==> src/rtl/buffer_fifo.sv <==
// buffer_fifo: single-clock synchronous FIFO with a registered read port.
//
// A write lands at wr_ptr and a read returns the head entry on s one edge later.
// Pointers are $clog2(DEPTH) bits wide and wrap naturally because DEPTH is a
// power of two. The count register is the only occupancy state; full and empty
// are decoded from it.
//
// When full, a write is still accepted if a read is accepted in the same cycle.
// When empty, a read is ignored even if a write arrives in the same cycle.
//
// Optional build macro BUFFER_FIFO_FLAGS_EN adds sticky ovf/udf outputs.
// ovf records an ignored write and udf records an ignored read. Only rst clears them.

module buffer_fifo #(
  parameter int WIDTH = 8,
  parameter int DEPTH = 4
) (
  input  logic                         clk,
  input  logic                         rst,
  input  logic [WIDTH-1:0]             p,
  input  logic                         wr_en,
  input  logic                         rd_en,
  output logic [WIDTH-1:0]             s,
  output logic                         full,
  output logic                         empty,
  output logic [$clog2(DEPTH+1)-1:0]   count
`ifdef BUFFER_FIFO_FLAGS_EN
  ,
  output logic                         ovf,
  output logic                         udf
`endif
);

  localparam int PW = $clog2(DEPTH);
  localparam int CW = $clog2(DEPTH+1);

  logic [WIDTH-1:0] mem [DEPTH];
  logic [PW-1:0]    wr_ptr;
  logic [PW-1:0]    rd_ptr;
  logic             rd_ok;
  logic             wr_ok;

  // Flags come straight from the registered count, so they carry no extra state.
  assign full  = (count == CW'(DEPTH));
  assign empty = (count == '0);

  // A read needs data present. A write needs room, or a slot freed by this cycle's read.
  assign rd_ok = rd_en && !empty;
  assign wr_ok = wr_en && (!full || rd_ok);

  // Storage array: written on an accepted write.
  // NOTE: the array has no reset on purpose. Stale entries are unreachable once
  // the pointers and count are cleared, and leaving out the reset lets the
  // array map onto RAM.
  always_ff @(posedge clk) begin
    if (wr_ok && !rst) begin
      mem[wr_ptr] <= p;
    end
  end

  // Pointers, count and read data register. Reset takes priority over both requests.
  // NOTE: use non-blocking assignments only. Every register must then see
  // pre-edge values, so the read of mem and the count update are not affected
  // by a write in the same cycle.
  always_ff @(posedge clk) begin
    if (rst) begin
      wr_ptr <= '0;
      rd_ptr <= '0;
      count  <= '0;
      s      <= '0;
    end else begin
      if (rd_ok) begin
        s      <= mem[rd_ptr];
        rd_ptr <= rd_ptr + PW'(1);
      end
      if (wr_ok) begin
        wr_ptr <= wr_ptr + PW'(1);
      end
      if (wr_ok && !rd_ok) begin
        count <= count + CW'(1);
      end else if (rd_ok && !wr_ok) begin
        count <= count - CW'(1);
      end
    end
  end

`ifdef BUFFER_FIFO_FLAGS_EN
  // Sticky error flags. Each one is set by an ignored request and cleared only by rst.
  always_ff @(posedge clk) begin
    if (rst) begin
      ovf <= 1'b0;
      udf <= 1'b0;
    end else begin
      if (wr_en && !wr_ok) ovf <= 1'b1;
      if (rd_en && empty)  udf <= 1'b1;
    end
  end
`endif

endmodule
==> config.mk <==
export PLATFORM = sky130hd
export DESIGN_NAME = buffer_fifo
export DESIGN_NICKNAME = d
export VERILOG_FILES = /design/src/rtl/buffer_fifo.sv
export SDC_FILE = /design/constraint.sdc
export NUM_CORES = 1
export LEC_CHECK = 0
export ABC_AREA = 1
export BUFFER_PORTS_ARGS = -buffer_cell sky130_fd_sc_hd__buf_2
export CORE_ASPECT_RATIO = 1.1
export CORE_MARGIN = 2
export CORE_UTILIZATION = 41
export DETAILED_ROUTE_END_ITERATION = 16
export PLACE_DENSITY = 0.67
export SLEW_MARGIN = 20
export SYNTH_ARGS = -nofsm -noshare
export SYNTH_HDL_FRONTEND = slang
export SYNTH_SLANG_ARGS = --single-unit
==> constraint.sdc <==
create_clock -name clk -period 2.57 [get_ports clk]
set_input_delay 0.6425 -clock clk [delete_from_list [all_inputs] [get_ports clk]]
set_output_delay 0.6425 -clock clk [all_outputs]
set_load 0.01 [all_outputs]
# [Word level (Yosys, flattened, before mapping)]
# Memories as Yosys holds them, arrays and structs flattened. A register that Yosys moved wholly into a read port is not among the register bits.
# Index checks and enable logic that the tools add are counted.
[word_totals] reg_bits=7 latch_bits=0 mem_bits_rw=32 romBits=0 inputBits=12 out_inout_bits=13 elab_cells=26 memories=1
[mem_list] memory="mem" words=4 width=8 rd=1 rd_ports_with_merged_regs=1 write_ports=1 line="37" rtl="logic [WIDTH-1:0] mem [DEPTH];"
[op_classes] addsub=4 mul=0 div_mod_pow=0 order_cmp=0 n_eq_ne=1 shift=0 muxes=4 bitwise=0 n_reduce_logical=13
[op_table] cell="two-way mux 3 bit" n=2
[op_table] cell="logical AND 1 bit" n=5
[op_table] cell="logical NOT 1 bit" n=5
[op_table] cell="adder 2 x 1 -> 2 bit (second input constant)" n=2
[op_table] cell="adder 3 x 1 -> 3 bit (second input constant)" n=1
[op_table] cell="equality test 3 bit (second input constant)" n=1
[op_table] cell="logical NOT 3 bit" n=1
[op_table] cell="subtractor 3 x 1 -> 3 bit (second input constant)" n=1
[op_table] cell="two-way mux 1 bit" n=2
[op_table] cell="nonzero test 2 bit" n=1
[op_table] cell="logical OR 1 bit" n=1

# [Longest topological paths before layout]
[logic_depth] ltp_word=9 ltp_mapped=13 depth_no_buf=13

# [Worst setup path after synthesis]
# No wires, ideal clock.
[synth_timing] kind="register to register" start="reg count[0]" end="reg count[1]" setup_time_ps=116 arrival_time_ps=1725 required_time_ps=2454 path_slack_ps=729 path_stages_with_launch=10 path_buffers=1 synth_period_minus_slack_ps=1841 path_cell_list="dfxtp_1 nor2_4 nand2_4 nand2_8 buf_12 ha_1 inv_1 fa_1 o21ai_0 nor2_1"
[synth_between] elab_chain_len=8 elab_cells_between_ends=16 cone_classes="2 x add/sub; 1 x eq/ne; 2 x mux; 11 x reduce/logical"
[synth_rtl] element="start: declaration" line="26" rtl="output logic [$clog2(DEPTH+1)-1:0] count"
[synth_rtl] element="start signal: assignment" line="80" rtl="count <= count + CW'(1);"
[synth_rtl] element="start signal: assignment" line="82" rtl="count <= count - CW'(1);"
[synth_rtl] element="parallel branches: the longest is 8 deep, another holds subtractor 3 x 1 -> 3 bit"
# Several ways; the timed one is not identified. The select of a mux whose other input is x is not followed.
# A chain may end at the register's enable or synchronous reset.

# [Worst setup path after layout]
[layout_timing] start="reg count[0]" end="reg count[2]"
# Same word-level chain as after synthesis.

==> run summary <==
ratio of cells with drive above 1 in the final layout: 0.1715
Data required, critical path: 2.78 ns
worst r2r path cells: 12
top cells by count, synth: sky130_fd_sc_hd__nand2_1 (67), sky130_fd_sc_hd__inv_1 (52), sky130_fd_sc_hd__edfxtp_1 (32), sky130_fd_sc_hd__nor2_1 (28), sky130_fd_sc_hd__nand3_1 (19)
post-placement cell area: 0.002382 mm^2
DR DRC count: 0
FFs w/ async S/R, synth: 0
nets: 291
GRT Resource Usage Total: 0.1392
skew final: 0.008413 ns
yosys synthesis warning count: 0
number of cells after detailed placement: 338
Power Total: 2.114 mW
Clock transition at path regs: 0.09 ns
1st-pass router iterations: 4
average wire per standard cell: 10.96 um
number of distinct library cells after synthesis: 26
flop and latch count out of synthesis: 47
final cell count without fillers: 346
number of buffers created by CTS: 5
count of antenna-violating nets left after detailed routing: 0
library cell used as clock root buffer: sky130_fd_sc_hd__clkbuf_8
sinks on the clock net: 47
register area share after synthesis: 0.5727
unrepaired setup endpoints after global routing: no
CTS-repair resized insts: 0
overflow left after global routing: 0
vias: 1502
max-capacitance violation count: 0
Hold/Removal Path Class: flip-flop to flip-flop
IO Count: 25
initial detailed-routing violation count: 77
fin util: 0.4842
kind of critical path: flip-flop to flip-flop
filler cell count in the final layout: 472
number of vias per cell after detailed routing: 4.341
GPL Wtd Cong: 0.7446
vias in the first global route: 1359
global-route wire length before repair: 6.141 mm
number of setup buffers added after CTS: 0
fin. max-slew vios: 0
setup slack on the worst flop-to-flop path: 0.71 ns
static leakage power: 1.197 nW
CTS tree: built
number of H-tree branching levels: 2
relative slew slack: 0.4095
cell accounting for the most synthesized area: sky130_fd_sc_hd__edfxtp_1
maximum resistive drop on vdd: 0.2658 mV
power per cell area: 855.7 mW/mm^2
capturing point of the worst reg2reg path: count[2]
total inserted antenna cells: 0
number of I/O port buffers: 24
source-to-sink clock delay at the later pin of the worst-skew pair: 0.30 ns
run status: finished, final reports clean
HPWL reported at the end of detailed placement: 2.512 mm
Syn Nets: 261
gate count of the mapped netlist: 243
sort of element at the start of the critical path: flip-flop
cells taking the most area after synthesis: sky130_fd_sc_hd__edfxtp_1 (44%), sky130_fd_sc_hd__dfxtp_1 (14%), sky130_fd_sc_hd__nand2_1 (11%), sky130_fd_sc_hd__inv_1 (8.9%), sky130_fd_sc_hd__nor2_1 (4.8%)
# setup viols final: 0
area of the die: 0.005974 mm^2
cell depth of the worst min-delay path: 4
Vert. Die Dim: 80.87 um
slew at the pin closest to its max-slew limit: 0.8845 ns
routed wire length: 3.793 mm
Clock Path Buffers: 2
final setup TNS: 0 ns
startpoint of the lowest-slack hold path: s[2]
initial core utilization: 0.4317
WHS Endpoint: s[2]
CORE AREA: 0.005101 mm^2
beginning of the worst register-to-register path: count[0]
shortest clock period the worst path allows after layout: 1.857 ns
netlist area before placement: 0.002202 mm^2
Post-Synthesis Mean Instance Area: 9.062 um^2
most instantiated flip-flop cell in the synthesis netlist: sky130_fd_sc_hd__edfxtp_1
Horiz. Die Dim: 73.88 um
Fin. Hold Viols: 0
Cell Rows: 27
Non-Filler Cell Area, Final: 0.002470 mm^2
pin count of the biggest net entering global routing: 20
maximum fanout count along the critical path: 19
arrival time of the worst setup path: 2.06 ns
EDFF count, synth: 32
maximum clock frequency: 538.5 MHz
Critical Path Sink Type: flip-flop
area fraction of the dominant cell type after synthesis: 0.4364
most frequently used cell type in the post-synthesis netlist: sky130_fd_sc_hd__nand2_1
count of hold buffers inserted by post-cts repair: 0
fraction of the cycle the final worst path needs: 0.7225
initial antenna violation count: 0
Area Overhead vs Synth: 12.16%
[state kept, by name, indices dropped and copies added (netlist names)]
name	flops
count	3
mem	32
rd_ptr	2
s	8
wr_ptr	2
[power breakdown]
group | total, mW | switching [mW] | internal, mW
sequential | 1.02 | 0.115 | 0.907
clock | 0.450 | 0.254 | 0.196
combinational | 0.641 | 0.390 | 0.251
[cells by family after synthesis]
kind of cell             synth area share
adder cells (fa/ha/maj)           0.03750
AO/OA/AOI/OAI                     0.01079
flip-flops                         0.5727
buffers and inverters              0.1295
XOR/XNOR                         0.003978
AND/OR/NAND/NOR                    0.2455
[how the worst max path moves through the flow]
stage | depth (start not counted) | slack [ns] | startpoint | end
5_1_grt | 11 | 0.55 | count[0] | count[2]
6_report | 12 | 0.71 | count[0] | count[2]
4_1_cts | 12 | 0.71 | count[0] | count[2]
3_3_place_gp | 14 | 0.48 | rd_en | count[2]
2_1_floorplan | 9 | 0.73 | count[0] | count[1]
3_5_place_dp | 14 | 0.44 | rd_en | count[2]
[critical path: stages (launching register included)]
cell	delay (ns)
sky130_fd_sc_hd__dfxtp_1	0.40
sky130_fd_sc_hd__nor2_4	0.17
sky130_fd_sc_hd__nand2_4	0.09
sky130_fd_sc_hd__nand2_8	0.14
sky130_fd_sc_hd__ha_1	0.18
sky130_fd_sc_hd__inv_1	0.07
sky130_fd_sc_hd__fa_1	0.38
sky130_fd_sc_hd__inv_1	0.07
sky130_fd_sc_hd__nand2_1	0.04
sky130_fd_sc_hd__nand3_1	0.08
sky130_fd_sc_hd__nand2_1	0.05
sky130_fd_sc_hd__nand2_1	0.05
sky130_fd_sc_hd__nor2_1	0.03
[cells in the final DEF, fill, tap and decap left out]
cell type,synthesis,routed
sky130_fd_sc_hd__buf_4,0,5
sky130_fd_sc_hd__clkbuf_8,0,5
sky130_fd_sc_hd__inv_2,2,2
sky130_fd_sc_hd__fa_1,1,1
sky130_fd_sc_hd__nand3_1,19,19
sky130_fd_sc_hd__a21oi_2,1,1
sky130_fd_sc_hd__nand3b_1,1,1
sky130_fd_sc_hd__nor2_1,28,28
sky130_fd_sc_hd__ha_1,5,5
sky130_fd_sc_hd__edfxtp_1,32,32
sky130_fd_sc_hd__xor2_1,1,1
sky130_fd_sc_hd__buf_2,2,24
sky130_fd_sc_hd__nand2_4,2,2
sky130_fd_sc_hd__nor2_4,1,1
sky130_fd_sc_hd__nand3_2,1,1
sky130_fd_sc_hd__inv_4,0,1
sky130_fd_sc_hd__inv_1,52,52
sky130_fd_sc_hd__nand2_1,67,67
sky130_fd_sc_hd__nand2_2,2,2
sky130_fd_sc_hd__nor3_1,1,1
sky130_fd_sc_hd__inv_6,0,1
sky130_fd_sc_hd__clkinv_1,1,1
sky130_fd_sc_hd__a21oi_1,2,2
sky130_fd_sc_hd__dfxtp_1,15,15
sky130_fd_sc_hd__clkbuf_1,0,1
sky130_fd_sc_hd__inv_8,1,1
sky130_fd_sc_hd__nand2_8,1,1
sky130_fd_sc_hd__o21ai_0,1,1
[metrics by stage]
| step | setup WS (ns) | hold WS (ns) |
|---|---|---|
| 2_1_floorplan | 0.7290 | 0.5021 |
| 4_1_cts | 0.7062 | 0.5165 |
| 3_3_place_gp | 0.4813 | 0.5019 |
| 3_5_place_dp | 0.4377 | 0.5018 |
| 5_1_grt | 0.5495 | 0.5391 |
| 6_report | 0.7131 | 0.5149 |
[routing by layer]
| metal | routed length (um) | global-route usage | up-vias |
|---|---|---|---|
| met2 | 1867 | 0.2357 | 39 |
| met3 | 200 | 0.03598 | 4 |
| li1 | - | - | 793 |
| met1 | 1672 | 0.1597 | 666 |
| met5 | 0 | 0 | - |
| met4 | 53 | 0.07455 | 0 |
[area by class of cell]
cell class	count	area, um^2	area share
Multi-Input combinational cell	134	655.6	0.2655
Inverter	56	217.7	0.08815
Timing Repair Buffer	29	157.7	0.06383
Clock buffer	6	72.57	0.02938
Clock inverter	2	15.01	0.006079
Tap cell	72	90.09	0.03647
Sequential cell	47	1261	0.5106
No activity file was read; power rests on OpenSTA's default activity.
